--- config.mk ---
export PLATFORM = sky130hd
export DESIGN_NAME = id_stage
export DESIGN_NICKNAME = d
export VERILOG_FILES = /design/src/rtl/id_stage.sv
export SDC_FILE = /design/constraint.sdc
export NUM_CORES = 1
export LEC_CHECK = 0
export CAP_MARGIN = 20
export CORE_AREA = 3 3 121 123
export CTS_BUF_LIST = sky130_fd_sc_hd__clkbuf_4
export CTS_CLUSTER_SIZE = 16
export DETAILED_ROUTE_END_ITERATION = 6
export DIE_AREA = 0 0 124 126
export GPL_ROUTABILITY_DRIVEN = 1
export GPL_TIMING_DRIVEN = 0
export PLACE_DENSITY = 0.75
export SLEW_MARGIN = 10
export SYNTH_ARGS = -nofsm -noshare
export SYNTH_HDL_FRONTEND = slang
export SYNTH_SLANG_ARGS = --single-unit
--- constraint.sdc ---
create_clock -name clk -period 1.9 [get_ports clk]
set_input_delay 0.57 -clock clk [delete_from_list [all_inputs] [get_ports clk]]
set_output_delay 0.57 -clock clk [all_outputs]
set_load 0.03 [all_outputs]
--- src/rtl/id_stage.sv ---
// ---------------------------------------------------------------------------
// id_stage -- single-entry instruction decode stage.
//
// Holds one instruction from fetch, decodes its format and immediate, and
// presents register operands read from an external regfile with a 1-cycle
// synchronous read.
//
// Ports:
//   clk, rst_n            clock, synchronous active-low reset
//   if_valid/if_ready     fetch-side handshake
//   if_pc, if_instr       offered PC and 32-bit instruction
//   flush                 discard held and incoming instruction
//   rs1_addr, rs2_addr    regfile read addresses
//   rs1_rdata, rs2_rdata  regfile read data (one cycle after address)
//   id_valid/id_ready     downstream handshake
//   id_pc, id_instr       held PC and instruction
//   id_rd                 destination register field
//   id_rs1_val/rs2_val    operands (zero for x0)
//   id_imm                sign-extended immediate
//   id_fmt                R=0 I=1 S=2 B=3 U=4 J=5 illegal=7
//   id_illegal            unsupported encoding
// ---------------------------------------------------------------------------
module id_stage #(
    parameter int XLEN   = 32,
    parameter int REG_AW = 5
) (
    input  logic              clk,
    input  logic              rst_n,
    input  logic              if_valid,
    output logic              if_ready,
    input  logic [XLEN-1:0]   if_pc,
    input  logic [31:0]       if_instr,
    input  logic              flush,
    output logic [REG_AW-1:0] rs1_addr,
    output logic [REG_AW-1:0] rs2_addr,
    input  logic [XLEN-1:0]   rs1_rdata,
    input  logic [XLEN-1:0]   rs2_rdata,
    output logic              id_valid,
    input  logic              id_ready,
    output logic [XLEN-1:0]   id_pc,
    output logic [31:0]       id_instr,
    output logic [REG_AW-1:0] id_rd,
    output logic [XLEN-1:0]   id_rs1_val,
    output logic [XLEN-1:0]   id_rs2_val,
    output logic [XLEN-1:0]   id_imm,
    output logic [2:0]        id_fmt,
    output logic              id_illegal
);

    typedef enum logic {EMPTY, FULL} state_t;

    localparam logic [2:0] FMT_R   = 3'd0;
    localparam logic [2:0] FMT_I   = 3'd1;
    localparam logic [2:0] FMT_S   = 3'd2;
    localparam logic [2:0] FMT_B   = 3'd3;
    localparam logic [2:0] FMT_U   = 3'd4;
    localparam logic [2:0] FMT_J   = 3'd5;
    localparam logic [2:0] FMT_ILL = 3'd7;

    state_t state, state_next;
    logic   accept;
    logic   load;

    assign id_valid = (state == FULL);
    assign if_ready = !id_valid || id_ready;
    assign accept   = if_valid && if_ready;
    assign load     = accept && !flush;

    always_ff @(posedge clk) begin
        if (!rst_n) begin
            state    <= EMPTY;
            id_pc    <= '0;
            id_instr <= 32'h0000_0013;
        end else begin
            state <= state_next;
            if (load) begin
                id_pc    <= if_pc;
                id_instr <= if_instr;
            end
        end
    end

    // Flush wins over both accept and drain.
    always_comb begin
        state_next = state;
        if (flush)
            state_next = EMPTY;
        else if (accept)
            state_next = FULL;
        else if (id_valid && id_ready)
            state_next = EMPTY;
    end

    // Address follows the incoming instruction only when it is being taken,
    // so the regfile output keeps tracking the held instruction while stalled.
    always_comb begin
        if (accept) begin
            rs1_addr = REG_AW'(if_instr[19:15]);
            rs2_addr = REG_AW'(if_instr[24:20]);
        end else begin
            rs1_addr = REG_AW'(id_instr[19:15]);
            rs2_addr = REG_AW'(id_instr[24:20]);
        end
    end

    assign id_rs1_val = (id_instr[19:15] == 5'd0) ? '0 : rs1_rdata;
    assign id_rs2_val = (id_instr[24:20] == 5'd0) ? '0 : rs2_rdata;
    assign id_rd      = REG_AW'(id_instr[11:7]);

    always_comb begin
        id_fmt = FMT_ILL;
        unique case (id_instr[6:0])
            7'b0110111, 7'b0010111:                                     id_fmt = FMT_U;
            7'b1101111:                                                 id_fmt = FMT_J;
            7'b1100111, 7'b0000011, 7'b0010011, 7'b1110011, 7'b0001111: id_fmt = FMT_I;
            7'b0100011:                                                 id_fmt = FMT_S;
            7'b1100011:                                                 id_fmt = FMT_B;
            7'b0110011:                                                 id_fmt = FMT_R;
            default:                                                    id_fmt = FMT_ILL;
        endcase
    end

    assign id_illegal = (id_fmt == FMT_ILL);

    logic [31:0]            imm32;
    logic signed [XLEN-1:0] imm_ext;

    always_comb begin
        imm32 = '0;
        case (id_fmt)
            FMT_I: imm32 = {{20{id_instr[31]}}, id_instr[31:20]};
            FMT_S: imm32 = {{20{id_instr[31]}}, id_instr[31:25], id_instr[11:7]};
            FMT_B: imm32 = {{19{id_instr[31]}}, id_instr[31], id_instr[7],
                            id_instr[30:25], id_instr[11:8], 1'b0};
            FMT_U: imm32 = {id_instr[31:12], 12'b0};
            FMT_J: imm32 = {{11{id_instr[31]}}, id_instr[31], id_instr[19:12],
                            id_instr[20], id_instr[30:21], 1'b0};
            default: imm32 = '0;
        endcase
        imm_ext = $signed(imm32);
    end

    assign id_imm = imm_ext;

endmodule

==> reports/metrics.yaml <==
timing:
  clock_skew_ns: 0.01462
  fin_ws_ns: -0.8593
  finalSetupViolations: 110
  period_minus_slack_ns: 2.759
  tightest_slew_ns: 0.5310
  drv_slew: 0
  period_share_pct: 145.2
  rsz0062_at_grt: "yes"
  maxSlewHeadroom_pct: 64.60
  hold_viol: 0
  fmax_mhz: 362.4
floorplanning:
  core_area_um2: 13770
  core.rowCount: 43
  dieArea_um2: 15620
  die_h_um: 126
  fp.dieW_um: 124
  pin_count: 314
  initial_core_util_pct: 26.39
run_status:
  violations: "setup timing"
  status: "complete, but fails checks"
critical_path:
  max_stage_delay_ns: 0.55
  crit_start: "id_instr[4]$_SDFFE_PN1P_"
  r2r_cells: 7
  crit_path_start_kind: "register"
  rr_endpoint: "id_instr[9]$_SDFFE_PN0P_"
  r2r-start: "id_valid$_SDFFE_PP0P_"
  crit_family: "simple AND/OR/NAND/NOR gates"
  end_kind: "primary output"
  path_cells: "buf_6 > or4b_4 > a31oi_4 > and2_4 > buf_6"
  cp_max_fo: 6
  cpMaxStageDelayCell: "or4b_4"
  crit_buf_inv: 2
  crit_cells: 5
  crit_arrival_ns: 2.19
  worstSetupEndpoint: "id_imm[6]"
  path_class: "register to primary output"
  required_ns: 1.33
  r2r_slack_ns: 0.18
  cpMostUsedCell: "buf_6"
route:
  drt-total-wl_mm: 21.47
  dr.pass1.iters: 4
  vias_per_cell: 4.736
  dr_total_vias: 5001
  drcViolationCount: 0
  drt_iter0_drc: 205
  wl_per_cell_um: 20.33
  ant_nets: 0
layout:
  nFillCells: 1103
  final_util_pct: 64.30
  fin_nets: 994
  area_growth_pct: 143.6
  final_layout_size_suffix_gt1_share_pct: 44.80
  stdcell_count: 1056
flow_run:
  maxCapViolCount: 0
clocking:
  cts_max_level: 3
  insertion_delay_ns: 0.41
  cts_root_buf: "clkbuf_4"
  cts_tree: "built"
  hold_buffers: 0
  clk_path_buf_depth: 2
  clk_pin_slew_worst_paths_ns: 0.12
  clock_sinks: 65
  numCtsBuffers: 9
worst_hold_path:
  min_path_type: "register to register"
grt:
  grt_pass1_vias: 4925
  grt_pass1_wl_mm: 28.90
  grt_max_degree: 13
  grt_usage_pct: 24.85
  grt_overflow: 0
  antenna_found_initial: 9
power:
  p_leak_nw: 3.969
  p_per_area_nw_per_um2: 580.5
  vdd_drop_max_v: 0.0003008
synth:
  ys_ff_latch: 65
  synthArstFlopShare_pct: 0
  yosysSeqAreaShare_pct: 35.80
  synth.avg_cell_area_um2: 7.604
  syn_area_um2: 3635
  yosys_warnings: 0
  synth_edf_count: 0
  synth_largest_area_cell: "dfxtp_1"
  synth_top_area_share_pct: 35.80
  ys_types: 41
  synth-main-ff-cell: "dfxtp_1"
  syn-num-nets: 611
  synth_area_leaders: "dfxtp_1, nand2_1, a21boi_0, nor2b_1, mux2_2"
  synth_cells: 478
placed_design:
  dp.cells: 970
  io_buffer_count: 312
  hpwlAfterDp_mm: 15.28
  gp_congestion: 0.8782
-- stage by stage --
step | worst slack, ns | cell area [um2] | power, mW | TNS [ns] | hold slack (ns)
2_1_floorplan | -0.2282 | 4175 | 2.663 | -13.12 | 0.5290
3_3_place_gp | -1.068 | 7523 | 3.603 | -113.50 | 0.4488
3_5_place_dp | -1.061 | 7523 | 3.614 | -116.64 | 0.4561
4_1_cts | -0.8683 | 8149 | 4.821 | -71.92 | 0.4702
5_1_grt | -0.9149 | 8853 | 5.364 | -78.19 | 0.4869
6_report | -0.8593 | 8856 | 5.141 | -70.61 | 0.4663
-- where the power goes --
group | internal [mW] | total (mW) | switching [mW]
clock | 0.400 | 0.963 | 0.563
sequential | 1.43 | 1.49 | 0.0670
combinational | 1.34 | 2.68 | 1.35
-- synthesized netlist by cell type (all sizes together) (2+ instances only) --
cell type and count:
mux2 10, a21o 12, or3b 2, or4 2, inv 4, dfxtp 65, buf 22, a21oi 5
nand2 143, o21ai 14, a31oi 4, nor2 9, a22o 4, nand3 5, nor2b 68, clkbuf 18
nand2b 3, o211ai 3, nand3b 2, a21boi 61, o22ai 3, and2 6
-- kinds of logic after synthesis --
family                    count (synthesis)  synth area share, %
AOI/OAI and AO/OA                       112                22.65
xor gates and xnor gates                  1               0.2410
buffers and inverters                    44                5.886
DFF                                      65                35.80
muxes                                    10                3.098
and+or+nand+nor                         246                32.32
-- worst min-delay path by stage --
| stage | from | end | slack [ns] | cells past startpoint |
|---|---|---|---|---|
| global route | id_pc[4]$_SDFFE_PN0P_ | id_pc[4]$_SDFFE_PN0P_ | 0.49 | 2 |
| floorplan | id_instr[18]$_SDFFE_PN0P_ | id_instr[18]$_SDFFE_PN0P_ | 0.53 | 2 |
| detailed placement | id_pc[25]$_SDFFE_PN0P_ | id_pc[25]$_SDFFE_PN0P_ | 0.46 | 2 |
| finish | id_pc[22]$_SDFFE_PN0P_ | id_pc[22]$_SDFFE_PN0P_ | 0.47 | 2 |
| CTS | id_pc[15]$_SDFFE_PN0P_ | id_pc[15]$_SDFFE_PN0P_ | 0.47 | 2 |
| global placement | id_pc[9]$_SDFFE_PN0P_ | id_pc[9]$_SDFFE_PN0P_ | 0.45 | 2 |
-- registers in the layout (all words and copies together), names as in the netlist --
| name | cells |
|---|---|
| id_instr | 32 |
| id_pc | 32 |
| id_valid | 1 |
-- routing by layer --
metal	wire, um	share of wire, %	global-route usage [%]
met5	0	0	0
met4	870	4.1	9.923
met3	1805	8.4	6.421
met2	10940	51	43.94
met1	7853	37	28.10
-- cell usage in the layout, fill, tap and decap left out, types with 10 or more instances in the layout --
cell type	count
buf_6	133
nor2b_4	48
mux2_4	10
nor2b_1	15
a21boi_0	61
dfxtp_1	45
a21o_4	11
diode_2	10
clkdlybuf4s50_1	129
buf_4	32
dlygate4sd2_1	49
dfxtp_2	13
clkdlybuf4s15_2	11
nand2_1	131
clkbuf_4	15
-- tightest hold or removal path: stages, from the launching register on --
cell      delay [ns]
dfxtp_1         0.33
nand2_1         0.04
a21boi_0        0.06
-- timing repair --
item | in CTS | in global routing
cloned | 6 | 0
pin swaps | 19 | 20
buffers inserted | 46 | 14
resized for setup | 847 | 240
endpoints found under the setup margin | 233 | 137
hold endpoints to repair | 0 | 0
-- layout make-up --
| cell class | instances | area, um2 | area share (%) |
|---|---|---|---|
| timing repair buffer | 373 | 3846 | 43.43 |
| multi-input combinational | 369 | 2954 | 33.36 |
| sequential | 65 | 1344 | 15.17 |
| buffer | 39 | 310.3 | 3.504 |
| tap | 180 | 225.2 | 2.543 |
| clock inverter | 7 | 68.82 | 0.7771 |
| clock buffer | 9 | 67.56 | 0.7629 |
| antenna | 10 | 25.02 | 0.2826 |
| inverter | 4 | 15.01 | 0.1695 |
(Power assumes the default switching activity.)
